**src/rtl/ctrl_pkg.sv**
```systemverilog
// Shared control encodings for the multi-cycle core: opcodes, FSM states and
// datapath mux selects (imm_sel is also consumed by the immediate generator).
package ctrl_pkg;

   localparam int unsigned OPC_W     = 7;
   localparam int unsigned PC_SEL_W  = 2;
   localparam int unsigned WB_SEL_W  = 2;
   localparam int unsigned IMM_SEL_W = 3;

   localparam logic [OPC_W-1:0] OPC_LOAD   = 7'b0000011;
   localparam logic [OPC_W-1:0] OPC_OP_IMM = 7'b0010011;
   localparam logic [OPC_W-1:0] OPC_AUIPC  = 7'b0010111;
   localparam logic [OPC_W-1:0] OPC_STORE  = 7'b0100011;
   localparam logic [OPC_W-1:0] OPC_OP     = 7'b0110011;
   localparam logic [OPC_W-1:0] OPC_LUI    = 7'b0110111;
   localparam logic [OPC_W-1:0] OPC_BRANCH = 7'b1100011;
   localparam logic [OPC_W-1:0] OPC_JALR   = 7'b1100111;
   localparam logic [OPC_W-1:0] OPC_JAL    = 7'b1101111;
   localparam logic [OPC_W-1:0] OPC_SYSTEM = 7'b1110011;

   localparam logic [PC_SEL_W-1:0] PC_SEL_PLUS4  = 2'd0;
   localparam logic [PC_SEL_W-1:0] PC_SEL_TARGET = 2'd1;
   localparam logic [PC_SEL_W-1:0] PC_SEL_JALR   = 2'd2;

   localparam logic [WB_SEL_W-1:0] WB_SEL_ALU = 2'd0;
   localparam logic [WB_SEL_W-1:0] WB_SEL_MEM = 2'd1;
   localparam logic [WB_SEL_W-1:0] WB_SEL_PC4 = 2'd2;

   typedef enum logic [IMM_SEL_W-1:0] {
      IMM_I = 3'd0,
      IMM_S = 3'd1,
      IMM_B = 3'd2,
      IMM_U = 3'd3,
      IMM_J = 3'd4
   } imm_sel_t;

   typedef enum logic [2:0] {
      ST_FETCH  = 3'd0,
      ST_DECODE = 3'd1,
      ST_EXEC   = 3'd2,
      ST_MEM    = 3'd3,
      ST_WB     = 3'd4,
      ST_HALT   = 3'd5
   } state_t;

   typedef enum logic [3:0] {
      CLS_R, CLS_OP_IMM, CLS_LOAD, CLS_STORE, CLS_BRANCH,
      CLS_JAL, CLS_JALR, CLS_LUI, CLS_AUIPC, CLS_SYSTEM, CLS_ILLEGAL
   } op_class_t;

   typedef struct packed {
      op_class_t cls;
      imm_sel_t  imm_sel;
      logic      alu_src_b;
   } dec_t;

endpackage

```
**src/rtl/opcode_decoder.sv**
```systemverilog
// Combinational opcode classifier: instruction class, immediate format and
// ALU operand-B source.
module opcode_decoder
   import ctrl_pkg::*;
(
   input  logic [OPC_W-1:0] opcode,
   output dec_t             dec_c
);

   always_comb begin
      dec_c.cls       = CLS_ILLEGAL;
      dec_c.imm_sel   = IMM_I;
      dec_c.alu_src_b = 1'b1;
      case (opcode)
         OPC_OP:     begin dec_c.cls = CLS_R;      dec_c.alu_src_b = 1'b0; end
         OPC_OP_IMM: dec_c.cls = CLS_OP_IMM;
         OPC_LOAD:   dec_c.cls = CLS_LOAD;
         OPC_STORE:  begin dec_c.cls = CLS_STORE;  dec_c.imm_sel = IMM_S; end
         OPC_BRANCH: begin
            dec_c.cls       = CLS_BRANCH;
            dec_c.imm_sel   = IMM_B;
            dec_c.alu_src_b = 1'b0;
         end
         OPC_JAL:    begin dec_c.cls = CLS_JAL;    dec_c.imm_sel = IMM_J; end
         OPC_JALR:   dec_c.cls = CLS_JALR;
         OPC_LUI:    begin dec_c.cls = CLS_LUI;    dec_c.imm_sel = IMM_U; end
         OPC_AUIPC:  begin dec_c.cls = CLS_AUIPC;  dec_c.imm_sel = IMM_U; end
         OPC_SYSTEM: dec_c.cls = CLS_SYSTEM;
         default:    dec_c.cls = CLS_ILLEGAL;
      endcase
   end

endmodule

```
**src/rtl/mc_control_fsm.sv**
```systemverilog
// Multi-cycle core control FSM with memory handshake and retire counter.
// Build option: ILLEGAL_OPCODE_TRAP_EN halts on unrecognised opcodes.
module mc_control_fsm
   import ctrl_pkg::*;
#(
   parameter int unsigned N = 32
) (
   input  logic                 clk,
   input  logic                 rst,
   input  logic [N-1:0]         instr,
   input  logic                 mem_ready,
   input  logic                 branch_taken,
   output logic                 mem_req,
   output logic                 mem_we,
   output logic                 ir_we,
   output logic                 pc_we,
   output logic                 rf_we,
   output logic [PC_SEL_W-1:0]  pc_sel,
   output logic [IMM_SEL_W-1:0] imm_sel,
   output logic                 alu_src_b,
   output logic [WB_SEL_W-1:0]  wb_sel,
   output logic                 halt,
   output logic [N-1:0]         retired
);

   state_t state, state_nxt;
   dec_t   dec_c;
   logic   retire_c;
   logic   unused_instr;

   assign unused_instr = ^instr[N-1:OPC_W];

   opcode_decoder u_dec (
      .opcode (instr[OPC_W-1:0]),
      .dec_c  (dec_c)
   );

   // State register and retire counter
   always_ff @(posedge clk or posedge rst) begin
      if (rst) begin
         state   <= ST_FETCH;
         retired <= '0;
      end else begin
         state <= state_nxt;
         if (retire_c) retired <= retired + N'(1);
      end
   end

   // Next state and control outputs
   always_comb begin
      state_nxt = state;
      mem_req   = 1'b0;
      mem_we    = 1'b0;
      ir_we     = 1'b0;
      pc_we     = 1'b0;
      rf_we     = 1'b0;
      pc_sel    = PC_SEL_PLUS4;
      imm_sel   = IMM_I;
      alu_src_b = 1'b0;
      wb_sel    = WB_SEL_ALU;
      halt      = 1'b0;

      if (state inside {ST_DECODE, ST_EXEC, ST_MEM, ST_WB}) begin
         imm_sel   = dec_c.imm_sel;
         alu_src_b = dec_c.alu_src_b;
      end

      case (state)
         ST_FETCH: begin
            mem_req = 1'b1;
            if (mem_ready) begin
               ir_we     = 1'b1;
               pc_we     = 1'b1;
               state_nxt = ST_DECODE;
            end
         end
         ST_DECODE: state_nxt = ST_EXEC;
         ST_EXEC: begin
            case (dec_c.cls)
               CLS_R, CLS_OP_IMM, CLS_LUI, CLS_AUIPC: state_nxt = ST_WB;
               CLS_LOAD, CLS_STORE:                   state_nxt = ST_MEM;
               CLS_BRANCH: begin
                  pc_we     = branch_taken;
                  pc_sel    = PC_SEL_TARGET;
                  state_nxt = ST_FETCH;
               end
               CLS_JAL, CLS_JALR: begin
                  pc_we     = 1'b1;
                  pc_sel    = (dec_c.cls == CLS_JAL) ? PC_SEL_TARGET : PC_SEL_JALR;
                  rf_we     = 1'b1;
                  wb_sel    = WB_SEL_PC4;
                  state_nxt = ST_FETCH;
               end
               CLS_SYSTEM: state_nxt = ST_HALT;
`ifdef ILLEGAL_OPCODE_TRAP_EN
               default: state_nxt = ST_HALT;
`else
               default: state_nxt = ST_FETCH;
`endif
            endcase
         end
         ST_MEM: begin
            mem_req = 1'b1;
            mem_we  = (dec_c.cls == CLS_STORE);
            if (mem_ready) state_nxt = (dec_c.cls == CLS_STORE) ? ST_FETCH : ST_WB;
         end
         ST_WB: begin
            rf_we     = 1'b1;
            wb_sel    = (dec_c.cls == CLS_LOAD) ? WB_SEL_MEM : WB_SEL_ALU;
            state_nxt = ST_FETCH;
         end
         ST_HALT: halt = 1'b1;
         default: state_nxt = ST_FETCH;
      endcase

      // Reset abandons any access in flight, without waiting for a clock
      if (rst) begin
         mem_req = 1'b0;
         mem_we  = 1'b0;
         ir_we   = 1'b0;
         pc_we   = 1'b0;
         rf_we   = 1'b0;
      end
   end

   assign retire_c = (state_nxt == ST_FETCH) &&
                     (state inside {ST_EXEC, ST_MEM, ST_WB});

endmodule

```
**config.mk**
```make
export PLATFORM = sky130hd
export DESIGN_NAME = mc_control_fsm
export DESIGN_NICKNAME = d
export VERILOG_FILES = /design/src/rtl/ctrl_pkg.sv /design/src/rtl/opcode_decoder.sv /design/src/rtl/mc_control_fsm.sv
export SDC_FILE = /design/constraint.sdc
export NUM_CORES = 1
export LEC_CHECK = 0
export BUFFER_PORTS_ARGS = -buffer_cell sky130_fd_sc_hd__buf_2
export CAP_MARGIN = 25
export CELL_PAD_IN_SITES_DETAIL_PLACEMENT = 1
export CELL_PAD_IN_SITES_GLOBAL_PLACEMENT = 2
export CORE_ASPECT_RATIO = 0.6
export CORE_MARGIN = 2
export CORE_UTILIZATION = 30
export DETAILED_ROUTE_END_ITERATION = 8
export GPL_ROUTABILITY_DRIVEN = 1
export GPL_TIMING_DRIVEN = 0
export PLACE_DENSITY = 0.84
export SLEW_MARGIN = 20
export SYNTH_ARGS = -nofsm -noshare
export SYNTH_HDL_FRONTEND = slang
export SYNTH_HIERARCHICAL = 1
export SYNTH_SLANG_ARGS = --single-unit
export TNS_END_PERCENT = 50
```
**constraint.sdc**
```tcl
create_clock -name clk -period 4.6 [get_ports clk]
set_clock_uncertainty 0.2 [all_clocks]
set_input_delay 0.46 -clock clk [delete_from_list [all_inputs] [get_ports clk]]
set_output_delay 0.46 -clock clk [all_outputs]
set_load 0.02 [all_outputs]
```
==> results of run 1 <==
[metal layers]
metal	vias to the layer above	track usage, %	part of all wire (%)
met5	-	0	0
met4	0	3.84	0.58
met3	6	3.30	2.8
met2	33	21.0	42
met1	962	24.8	55
li1	944	-	-
[power groups by stage]
stage / Sequential (W) / Combinational (W) / Clock [W]
2_1_floorplan: 0.000408 / 0.000294 / 0
5_1_grt: 0.000390 / 0.000483 / 0.000347
3_3_place_gp: 0.000385 / 0.000439 / 0
4_1_cts: 0.000382 / 0.000448 / 0.000332
6_report: 0.000383 / 0.000442 / 0.000327
3_5_place_dp: 0.000387 / 0.000444 / 0
[registers in the layout, indices dropped and copies added, names as in the netlist]
register	flops
state	3
retired	32
[per-stage QoR]
stage          setup slack, ns  cell area, µm²  std cells  power [W]  hold WS [ns]
4_1_cts                   1.31            2800        393    0.00116         0.188
3_3_place_gp              1.38            2670        385   0.000824         0.258
5_1_grt                   1.06            2800        393    0.00122         0.216
6_report                  1.32            2800        393    0.00115         0.151
3_5_place_dp              1.32            2670        385   0.000831         0.266
2_1_floorplan             1.46            2260        227   0.000702         0.336
[layout make-up]
cell class / count / area [µm²]
fillers: 853 / 4490
multi-input cells: 174 / 1250
flip-flops and latches: 35 / 876
repair buffers: 54 / 270
clock buffers: 7 / 133
well taps: 104 / 130
plain buffers: 14 / 125
inverters: 4 / 15.0
clock inverters: 1 / 5.00
[cells in the mapped netlist (2+ instances only)]
| master | count |
|---|---|
| nand2_1 | 13 |
| and3_1 | 12 |
| o31ai_1 | 2 |
| nand3_1 | 4 |
| nor3b_1 | 4 |
| xnor2_1 | 27 |
| buf_4 | 2 |
| nor3_1 | 6 |
| xor2_1 | 6 |
| nand3_2 | 5 |
| nor4_1 | 5 |
| nand4_1 | 20 |
| buf_2 | 6 |
| nor2_1 | 14 |
| a21oi_1 | 7 |
| o21ai_0 | 2 |
| buf_6 | 4 |
| and2_1 | 7 |
| dfrtp_1 | 35 |
| inv_1 | 4 |
| nand2b_4 | 2 |
| mux2_2 | 3 |
| nor4b_1 | 2 |
| or2_1 | 2 |
| nor2b_1 | 4 |
| and4_1 | 5 |
[worst max path at each step]
| stage | from | end | slack [ns] | cells past startpoint |
|---|---|---|---|---|
| floorplan | instr[6] | pc_we | 1.46 | 9 |
| global placement | instr[2] | retired[16] | 1.38 | 12 |
| detailed placement | instr[6] | pc_we | 1.32 | 10 |
| CTS | instr[6] | pc_we | 1.31 | 10 |
| global route | instr[6] | pc_we | 1.06 | 10 |
| finish | instr[6] | pc_we | 1.32 | 10 |
[critical path, stage by stage]
cell	delay, ns
buf_6	0.12
nand2b_4	0.15
o21ai_1	0.12
a21oi_1	0.08
nor3b_1	0.65
nand3_1	0.29
a211oi_1	0.30
a21oi_1	0.06
nor4_1	0.18
buf_2	0.21
[kinds of logic (layout without fill, tap and decap cells)]
logic type | count (synthesis) | in the layout | synth area share (%)
simple gates | 118 | 118 | 34.7
flops | 35 | 35 | 38.7
xor+xnor | 34 | 34 | 13.5
compound gates | 18 | 18 | 4.92
buf+inv | 18 | 80 | 6.19
mux | 3 | 3 | 1.49
fa+ha+maj | 1 | 1 | 0.552
==> results.sh, run 1 <==
export IMPL_synthArstFlopShare_pct=100
export IMPL_fp_row_count=24
export IMPL_cts_buffers=5
export IMPL_period_share_pct=71.4
export IMPL_combPwrFrac_pct=38.4
export IMPL_grt_pass1_vias=1904
export IMPL_layout_common_cells="buf_2, dfrtp_1, xnor2_1"
export IMPL_rrSetupSlack_ns=2.23
export IMPL_synth_top_area_share_pct=38.7
export IMPL_first_pass_iters=4
export IMPL_wl_per_cell_um=15.7
export IMPL_area_delta_synth_final_pct=23.8
export IMPL_p_switching_w=0.000431
export IMPL_status="finished, final reports clean"
export IMPL_r2r_cells=5
export IMPL_clk_latency_ns=0.28
export IMPL_ant_nets=0
export IMPL_synthFlopType="dfrtp_1"
export IMPL_final_util_pct=38.4
export IMPL_crit_fanout=9
export IMPL_fin_nets=325
export IMPL_r2r_start="retired[16]"
export IMPL_synth_avg_cell_area_um2=9.98
export IMPL_fmaxAchievable_mhz=304
export IMPL_core_area_um2=7300
export IMPL_dieArea_um2=8280
export IMPL_setup_viol=0
export IMPL_cts_root_buf="clkbuf_16"
export IMPL_cp_end_kind="output port"
export IMPL_drv_slew=0
export IMPL_num_vias=1945
export IMPL_synth_edf_count=0
export IMPL_gr_total_overflow=0
export IMPL_diodes=0
export IMPL_crit_arrival_ns=2.62
export IMPL_power_frac_seq_pct=33.3
export IMPL_synth_area_leaders="dfrtp_1, xnor2_1, nand4_1"
export IMPL_crit_type="input port to output port"
export IMPL_port_buffers=54
export IMPL_ys_warn_count=6
export IMPL_cap_violations=0
export IMPL_cellPowerDensity_nw_per_um2=411
export IMPL_via_per_inst=4.95
export IMPL_dpl_hpwl_um=4620
export IMPL_cts_resized=0
export IMPL_fp_dieW_um=116
export IMPL_synth_cell_types=50
export IMPL_required_ns=3.94
export IMPL_drtIter0Drc=106
export IMPL_clk_pin_slew_worst_paths_ns=0.06
export IMPL_hold_path_class="input port to async pin"
export IMPL_yosysSeqAreaShare_pct=38.7
export IMPL_start_kind="input port"
export IMPL_start_util_pct=31.0
export IMPL_rr_endpoint="retired[29]"
export IMPL_syn_inst=227
export IMPL_relSlewSlack_pct=48.7
export IMPL_cts_sinks=35
export IMPL_rsz0062_at_grt="false"
export IMPL_cts_hold_buf=0
export IMPL_route_detailed_drc=0
export IMPL_power_leakage_nw=1.35
export IMPL_grt_max_degree=36
export IMPL_synth_fp_nets=264
export IMPL_grt_pass1_wl_um=10100
export IMPL_ir_drop_uv=253
export IMPL_synth_top_cell_by_area="dfrtp_1"
export IMPL_synth_seq_cells=35
export IMPL_cts_setup_buffers=0
export IMPL_p_sw_share_pct=37.4
export IMPL_min_period_ns=3.28
export IMPL_wl_um=6170
export IMPL_drive_gt1_share_pct=31.8
export IMPL_grt_util_all_layers_pct=15.5
export IMPL_worst_pin_slew_ns=0.763
export IMPL_netlist_area_um2=2260
export IMPL_hold_violations=0
export IMPL_htree_num_levels=2
export IMPL_internal_power_w=0.000721
export IMPL_power_frac_clock_pct=28.4
export IMPL_cts_path_max_buffers=2
export IMPL_tritoncts="done"
export IMPL_mostFrequentLayoutCell="buf_2"
export IMPL_globalplace_congestion=0.738
export IMPL_antenna_found_initial=0
export IMPL_die_y_um=71.3
export IMPL_pin_count=82
export IMPL_tns_ns=0
Note: power is estimated with default switching activity, not from simulation.
==> run 2, diff against run 1 <==
Settings changed: CORE_UTILIZATION 30 to 29, PLACE_DENSITY 0.84 to 0.82.
Clock period 4.6 ns to 3.25 ns, I/O delays scaled along.
==> run 2 against run 1 <==
Compared with the run above:
- register-to-register slack got worse by 1.2 ns
- die area rose by 3.3%
- sequential cell count did not move
- first-iteration DRC count fell by 23%
- worst hold slack got worse by 0.12 ns
- sequential power rose by 42%
- combinational power rose by 43%
- sequential share of layout area fell by 0.21 points
- count of clock-buffer cells in the layout rose by 1
- wire length rose by 3.9%
- clock power rose by 52%
- via count rose by 0.82%
- critical path type unchanged
- critical endpoint unchanged
==> results.sh, run 2 (synthesized netlist as in run 1, its figures left out) <==
export IMPL_port_buffers=54
export IMPL_cellPowerDensity_nw_per_um2=593
export IMPL_fin_nets=325
export IMPL_fp_dieW_um=118
export IMPL_power_frac_seq_pct=32.4
export IMPL_grt_pass1_wl_um=10600
export IMPL_drive_gt1_share_pct=32.2
export IMPL_dieArea_um2=8560
export IMPL_wl_per_cell_um=16.3
export IMPL_clk_latency_ns=0.28
export IMPL_cts_buffers=5
export IMPL_num_vias=1961
export IMPL_dpl_hpwl_um=4790
export IMPL_top_register="retired"
export IMPL_rrSetupSlack_ns=1.01
export IMPL_crit_arrival_ns=2.44
export IMPL_cp_end_kind="output port"
export IMPL_grt_pass1_vias=1950
export IMPL_cts_hold_buf=0
export IMPL_drv_slew=0
export IMPL_cts_path_max_buffers=2
export IMPL_route_detailed_drc=0
export IMPL_pin_count=82
export IMPL_mostFrequentLayoutCell="buf_2"
export IMPL_layout_common_cells="buf_2, dfrtp_1, xnor2_1"
export IMPL_fmaxAchievable_mhz=337
export IMPL_largest_reg_flops=32
export IMPL_tns_ns=0
export IMPL_clk_pin_slew_worst_paths_ns=0.05
export IMPL_tritoncts="done"
export IMPL_crit_fanout=9
export IMPL_cts_sinks=35
export IMPL_hold_violations=0
export IMPL_worst_pin_slew_ns=0.744
export IMPL_grt_util_all_layers_pct=15.8
export IMPL_gr_total_overflow=0
export IMPL_reg_top3="retired x32, state x3"
export IMPL_start_util_pct=30.5
export IMPL_ir_drop_uv=317
export IMPL_combPwrFrac_pct=37.9
export IMPL_core_area_um2=7420
export IMPL_hold_path_class="input port to async pin"
export IMPL_antenna_found_initial=0
export IMPL_critPathLaunch="instr[6]"
export IMPL_internal_power_w=0.00106
export IMPL_rsz0062_at_grt="false"
export IMPL_status="finished, final reports clean"
export IMPL_ant_nets=0
export IMPL_setup_viol=0
export IMPL_power_leakage_nw=1.36
export IMPL_cap_violations=0
export IMPL_grt_max_degree=36
export IMPL_htree_num_levels=2
export IMPL_cts_root_buf="clkbuf_16"
export IMPL_diodes=0
export IMPL_relSlewSlack_pct=50.3
export IMPL_wl_um=6410
export IMPL_area_delta_synth_final_pct=24.6
export IMPL_required_ns=2.72
export IMPL_drtIter0Drc=82
export IMPL_first_pass_iters=4
export IMPL_via_per_inst=4.99
export IMPL_cts_setup_buffers=0
export IMPL_crit_type="input port to output port"
export IMPL_cts_resized=0
export IMPL_start_kind="input port"
export IMPL_p_switching_w=0.000609
export IMPL_period_share_pct=91.3
export IMPL_globalplace_congestion=0.751
export IMPL_power_frac_clock_pct=29.6
export IMPL_fp_row_count=24
export IMPL_p_sw_share_pct=36.4
export IMPL_r2r_start="state[1]"
export IMPL_die_y_um=72.5
export IMPL_min_period_ns=2.97
export IMPL_whs_ns=0.0268
[run 2: changes by cell type in the layout (fill, tap and decap cells not counted)]
cell and change:
clkbuf_1 -1, clkbuf_8 +2, clkinv_2 -1
[run 2: area by class of cell]
type	instances	area, µm²
plain buffers	14	125
clock buffers	8	156
fillers	883	4600
inverters	4	15.0
multi-input cells	174	1250
flip-flops and latches	35	876
well taps	104	130
repair buffers	54	270
[run 2: worst paths after layout]
path | to | cells after the start
setup / recovery | pc_we | 10
hold / removal | state[1] | 2
setup reg to reg | retired[16] | 8
hold reg to reg | retired[31] | 1
max in group asynchronous | retired[14] | 2
min in group clk | state[1] | 4
[run 2: power by group through the flow]
stage          Sequential [W]  Clock (W)  Combinational [W]
3_5_place_dp         0.000547          0           0.000637
2_1_floorplan        0.000578          0           0.000416
4_1_cts              0.000541   0.000511           0.000641
3_3_place_gp         0.000546          0           0.000627
5_1_grt              0.000553   0.000532           0.000697
6_report             0.000542   0.000496           0.000634
[run 2: worst max-delay path: stages]
cell and delay [ns]:
buf_6 0.12, nand2b_4 0.16, o21ai_1 0.11, a21oi_1 0.07, nor3b_1 0.63, nand3_1 0.30, a211oi_1 0.30, a21oi_1 0.06
nor4_1 0.15, buf_2 0.21
[run 2: layer usage]
metal	part of all wire (%)	up-vias	GRT usage, %
met5	0	-	0
met4	1.4	0	5.22
met3	3.9	8	3.62
met2	41	34	22.2
met1	54	974	23.5
li1	-	945	-
[run 2: per-stage QoR]
stage                     total power (W)  instance area (µm²)  cells  setup slack (ns)  utilization, %
after floorplan                  0.000994                 2260    227             0.382               -
after global placement            0.00117                 2670    385             0.121            35.9
after detailed placement          0.00118                 2670    385             0.166            35.9
after CTS                         0.00169                 2820    393             0.326            38.0
after global routing              0.00178                 2820    393            0.0809            38.0
final                             0.00167                 2820    393             0.281            38.0
